## src/rtl/sha512_msg_schedule.sv

```systemverilog
// SHA-512 message schedule: loads one 1024-bit block, streams W0..W(WORDS-1) over a valid/ready link.
// Optional SHA512_SCHED_B2B_EN: accept the next block in the same cycle as the last word, for zero-bubble streaming.
module sha512_msg_schedule #(
  parameter int unsigned WORDS = 80,
  parameter int unsigned IDX_W = 7
) (
  input  logic             clk,
  input  logic             rst_n,
  input  logic             sched_clr,
  input  logic             blk_valid,
  output logic             blk_ready,
  input  logic [1023:0]    blk_data,
  output logic             w_valid,
  input  logic             w_ready,
  output logic [63:0]      w_data,
  output logic [IDX_W-1:0] w_idx,
  output logic             w_last
);

  localparam int unsigned WIN = 16;

  typedef enum logic {IDLE = 1'b0, RUN = 1'b1} state_t;

  state_t           state;
  state_t           state_nxt;
  logic [63:0]      window [WIN];
  logic [IDX_W-1:0] t_q;
  logic [63:0]      w_new;
  logic             accept;
  logic             xfer;

  function automatic logic [63:0] sig0(input logic [63:0] x);
    return {x[0], x[63:1]} ^ {x[7:0], x[63:8]} ^ (x >> 7);
  endfunction

  function automatic logic [63:0] sig1(input logic [63:0] x);
    return {x[18:0], x[63:19]} ^ {x[60:0], x[63:61]} ^ (x >> 6);
  endfunction

  assign w_new  = sig1(window[14]) + window[9] + sig0(window[1]) + window[0];
  assign accept = blk_valid && blk_ready && !sched_clr;
  assign xfer   = w_valid && w_ready;

  // State register
  always_ff @(posedge clk or negedge rst_n) begin
    if (!rst_n) begin
      state <= IDLE;
    end else begin
      state <= state_nxt;
    end
  end

  // Next state: abort beats a new block, a new block beats end-of-block
  always_comb begin
    state_nxt = state;
    if (sched_clr) begin
      state_nxt = IDLE;
    end else if (accept) begin
      state_nxt = RUN;
    end else if (xfer && w_last) begin
      state_nxt = IDLE;
    end
  end

  // Output decode from state and the word counter
  always_comb begin
    w_valid = (state == RUN);
    w_last  = (state == RUN) && (t_q == IDX_W'(WORDS - 1));
    w_data  = window[0];
    w_idx   = t_q;
`ifdef SHA512_SCHED_B2B_EN
    blk_ready = (state == IDLE) ||
                ((state == RUN) && w_ready && (t_q == IDX_W'(WORDS - 1)));
`else
    blk_ready = (state == IDLE);
`endif
  end

  // Sliding window and word index
  always_ff @(posedge clk or negedge rst_n) begin
    if (!rst_n) begin
      t_q <= '0;
      for (int unsigned i = 0; i < WIN; i++) begin
        window[i] <= '0;
      end
    end else if (sched_clr) begin
      t_q <= '0;
    end else if (accept) begin
      t_q <= '0;
      for (int unsigned i = 0; i < WIN; i++) begin
        window[i] <= blk_data[1023 - 64*i -: 64];
      end
    end else if (xfer) begin
      t_q <= t_q + IDX_W'(1);
      for (int unsigned i = 0; i < WIN - 1; i++) begin
        window[i] <= window[i + 1];
      end
      window[WIN-1] <= w_new;
    end
  end

endmodule
```

## config.mk

```make
export PLATFORM = sky130hd
export DESIGN_NAME = sha512_msg_schedule
export DESIGN_NICKNAME = d
export VERILOG_FILES = /design/src/rtl/sha512_msg_schedule.sv
export SDC_FILE = /design/constraint.sdc
export NUM_CORES = 2
export LEC_CHECK = 0
export ABC_AREA = 1
export CAP_MARGIN = 20
export CORE_AREA = 4 4 427 429
export DETAILED_ROUTE_END_ITERATION = 10
export DIE_AREA = 0 0 431 433
export SLEW_MARGIN = 20
export SYNTH_ARGS = -nofsm -noshare
export SYNTH_HDL_FRONTEND = slang
export SYNTH_SLANG_ARGS = --single-unit
```

## constraint.sdc

```tcl
create_clock -name clk -period 4.5 [get_ports clk]
set_clock_uncertainty 0.1 [all_clocks]
set_input_delay 1.125 -clock clk [delete_from_list [all_inputs] [get_ports clk]]
set_output_delay 1.125 -clock clk [all_outputs]
set_load 0.005 [all_outputs]
```

==> impl_metrics.ini <==
[floorplan]
initial_core_util_pct = 32.9
die-height_um = 433
die-area_um2 = 187000
num_rows = 155
ioPinCount = 1103
die_w_um = 431
core_area_um2 = 178000

[global_routing]
grt_usage_pct = 34.0
antenna_found_initial = 86
grt_pass1_vias = 57400
overflow = 0
grt_max_degree = 175
grt_pass1_wl_um = 446000

[clocking]
cts.path.max_buffers = 3
tritoncts = done
root_buffer = clkbuf_16
cts.htree.levels = 3
cts_buffers = 120
clock_sinks = 1032
cts_hold_buf = 0
clkTransAtPathRegs_ns = 0.07
worstSkewPairLatency_ns = 0.78

[timing]
slew_headroom_pct = 31.7
worst_pin_slew_ns = 1.03
hold_viol = 0
finalSetupViolCount = 0
fmax_ghz = 0.227
fin_crit_sh_pct = 97.8
min_period_ns = 4.40
fin_hold_ws_ns = 0.277
maxSlewViolCount = 0

[cells_and_area]
design_area_um2 = 78700
nets = 9900
area_growth_pct = 34.2
drive_above_1_share_pct = 8.19
fillCellCount = 18200
layout.cells.non_filler = 11200

[worst_setup_path]
cp_max_fo = 4
cp.buffers_inverters = 6
crit_arrival_ns = 4.96
crit_chain = buf_4 > xnor2_1 > xor2_2 > buf_4 > fa_1 > fa_1 > inv_1 > ha_1 > nand2_1 > nor2_1 > buf_4 > a21oi_1 > inv_1 > a21oi_1 > buf_4 > nand3_1 > nand2_1 > nand3_1 > nand2_1 > nand2_1
cp_slowest_cell = fa_1
cp-start-kind = register
cp.required_ns = 5.06
max_stage_delay_ns = 0.50
crit_family = adder cells
cp-end-kind = register
path_class = register to register

[placed_design]
place.port_buffers = 1102
placed_area_um2 = 74200
post-dp-hpwl_um = 269000
gp_congestion = 1.03
dpl.cell_count = 10900

[power_and_ir_drop]
p_switching_uw = 42500
seqPwrFrac_pct = 16.6
comb_power_share_pct = 70.5
max-vdd-ir-drop_uv = 740
power.internal_uw = 37600
p_leak_uw = 0.0371
clockPowerShare_pct = 13.0
power.total_uw = 80100
netSwitchingFraction_pct = 53.0
p_per_area_nw_per_um2 = 1020

[synthesis]
postSynthCellCount = 7511
ys_types = 36
syn_area_um2 = 58700
ys_ff_latch = 1032
ys.warnings.count = 0
ys_seq_area_share_pct = 44.0
synthesis.nets = 8730
syn_avg_cell_area_um2 = 7.81

[routing]
via_count = 58300
antenna_left = 0
wl_per_cell_um = 29.4
drc_errors = 0
dr.pass1.iters = 8
wl_um = 330000
drt-initial-drc-count = 5842
avgViaCountPerCell = 5.21

[worst_hold_path]
min_path_type = input port to asynchronous set/reset pin

[outcome]
status = finished clean

[job]
cap_viol_max_count = 0
layout by cell type (no fill, tap or decap), types with 8 or more instances in the layout:
cell type        synthesis  routed
buf_12                   0      58
dfrtp_1               1032    1027
xnor2_1                134     124
clkinv_2                 0      35
fa_1                   126     126
inv_1                 1278    1278
nand3_1                 76      74
nand4_1                  8       8
clkbuf_16                0     120
clkinvlp_4               0       8
bufinv_16                0      13
nor2_1                 421     417
clkdlybuf4s50_1          0    1101
o22ai_1                 76      76
o211ai_1                 8       8
diode_2                  0      61
nand2_1                887     884
o21ai_0                249     248
clkbuf_1                97      19
xor2_1                 135     128
buf_4                   71     408
o21ai_1               2144    2145
xnor2_2                  0       9
ha_1                    64      63
a21oi_1                309     306
clkbuf_8                 0      16
nor3_1                  13      12
power by group through the flow:
stage / sequential [uW] / combinational [uW] / clock [uW]
after floorplan: 12600 / 27000 / 0
after global placement: 13300 / 54700 / 0
after detailed placement: 13400 / 54500 / 0
after CTS: 13200 / 55100 / 10500
after global routing: 13400 / 60400 / 10900
final: 13300 / 56500 / 10400
layer usage:
layer	GRT usage, %	share of wire (%)	up-vias	wire length, um
li1	-	-	26600	-
met1	42.7	40	28600	132000
met2	55.5	47	2541	155000
met3	6.45	6.9	511	22700
met4	18.4	5.9	34	19600
met5	0	0.062	-	206
stage by stage:
stage | worst slack, ns | util [%] | TNS [ns]
3_3_place_gp | -0.195 | 41.6 | -0.349
6_report | 0.101 | 44.2 | 0
4_1_cts | 0.0135 | 44.0 | 0
2_1_floorplan | 0.962 | - | 0
3_5_place_dp | -0.172 | 41.6 | -0.231
5_1_grt | -0.0253 | 44.1 | -0.0271
path summary, 6_finish.rpt:
path | to | start | cells after the start | slack, ns
worst min-delay path | window[270] | rst_n | 1 | 0.28
worst min register to register | window[59] | window[59] | 2 | 0.39
min in group clk | window[59] | window[59] | 2 | 0.39
worst max-delay path | window[49] | window[107] | 20 | 0.10
max in group asynchronous | window[639] | rst_n | 2 | 2.85
worst max register to register | window[49] | window[107] | 20 | 0.10
cell type report:
class	count	area [um^2]	share of cell area, %
Sequential cell	1032	25800	32.8
Multi-Input combinational cell	4677	25600	32.5
Timing Repair Buffer	1568	15300	19.4
Inverter	1282	4840	6.15
Clock buffer	155	3290	4.19
Tap cell	2355	2950	3.74
Clock inverter	67	813	1.03
Antenna cell	61	153	0.194
cells by family after synthesis:
| kind of cell | share of synthesized area, % |
|---|---|
| fa+ha+maj | 5.67 |
| simple gates | 9.47 |
| buf+inv | 12.7 |
| xor+xnor | 4.02 |
| flops | 44.0 |
| compound gates | 24.1 |
synth_stat cells:
cell type / instances / area share [%]
o21ai_1: 2144 / 18
inv_1: 1278 / 8.2
dfrtp_1: 1032 / 44
nand2_1: 887 / 5.7
nor2_1: 421 / 2.7
buf_2: 339 / 2.9
a21oi_1: 309 / 2.6
o21ai_0: 249 / 2.1
xor2_1: 135 / 2.0
xnor2_1: 134 / 2.0
fa_1: 126 / 4.3
clkbuf_1: 97 / 0.62
nand3_1: 76 / 0.65
o22ai_1: 76 / 0.81
buf_4: 71 / 0.91
ha_1: 64 / 1.4
nor3_1: 13 / 0.11
buf_1: 8 / 0.051
nand4_1: 8 / 0.085
o211ai_1: 8 / 0.10
o21bai_1: 6 / 0.077
and2_1: 5 / 0.053
clkbuf_2: 3 / 0.026
inv_2: 3 / 0.019
nor4_1: 3 / 0.032
buf_6: 2 / 0.038
nand2_2: 2 / 0.021
nand3b_1: 2 / 0.026
nor2_2: 2 / 0.021
nor2_4: 2 / 0.038
a31oi_1: 1 / 0.011
and3_1: 1 / 0.011
inv_4: 1 / 0.011
nand3_2: 1 / 0.017
nor2_8: 1 / 0.034
o32ai_1: 1 / 0.015
timing repair:
item	CTS	global route
gates resized for setup	11	29
buffers inserted	0	0
endpoints found under the setup margin	5	14
pin swaps	0	3
registers in the layout, summed over array words and instances (netlist names):
signal	count
w_data	64
w_idx	7
w_valid	1
window	960
No activity file was read; power rests on OpenSTA's default activity.
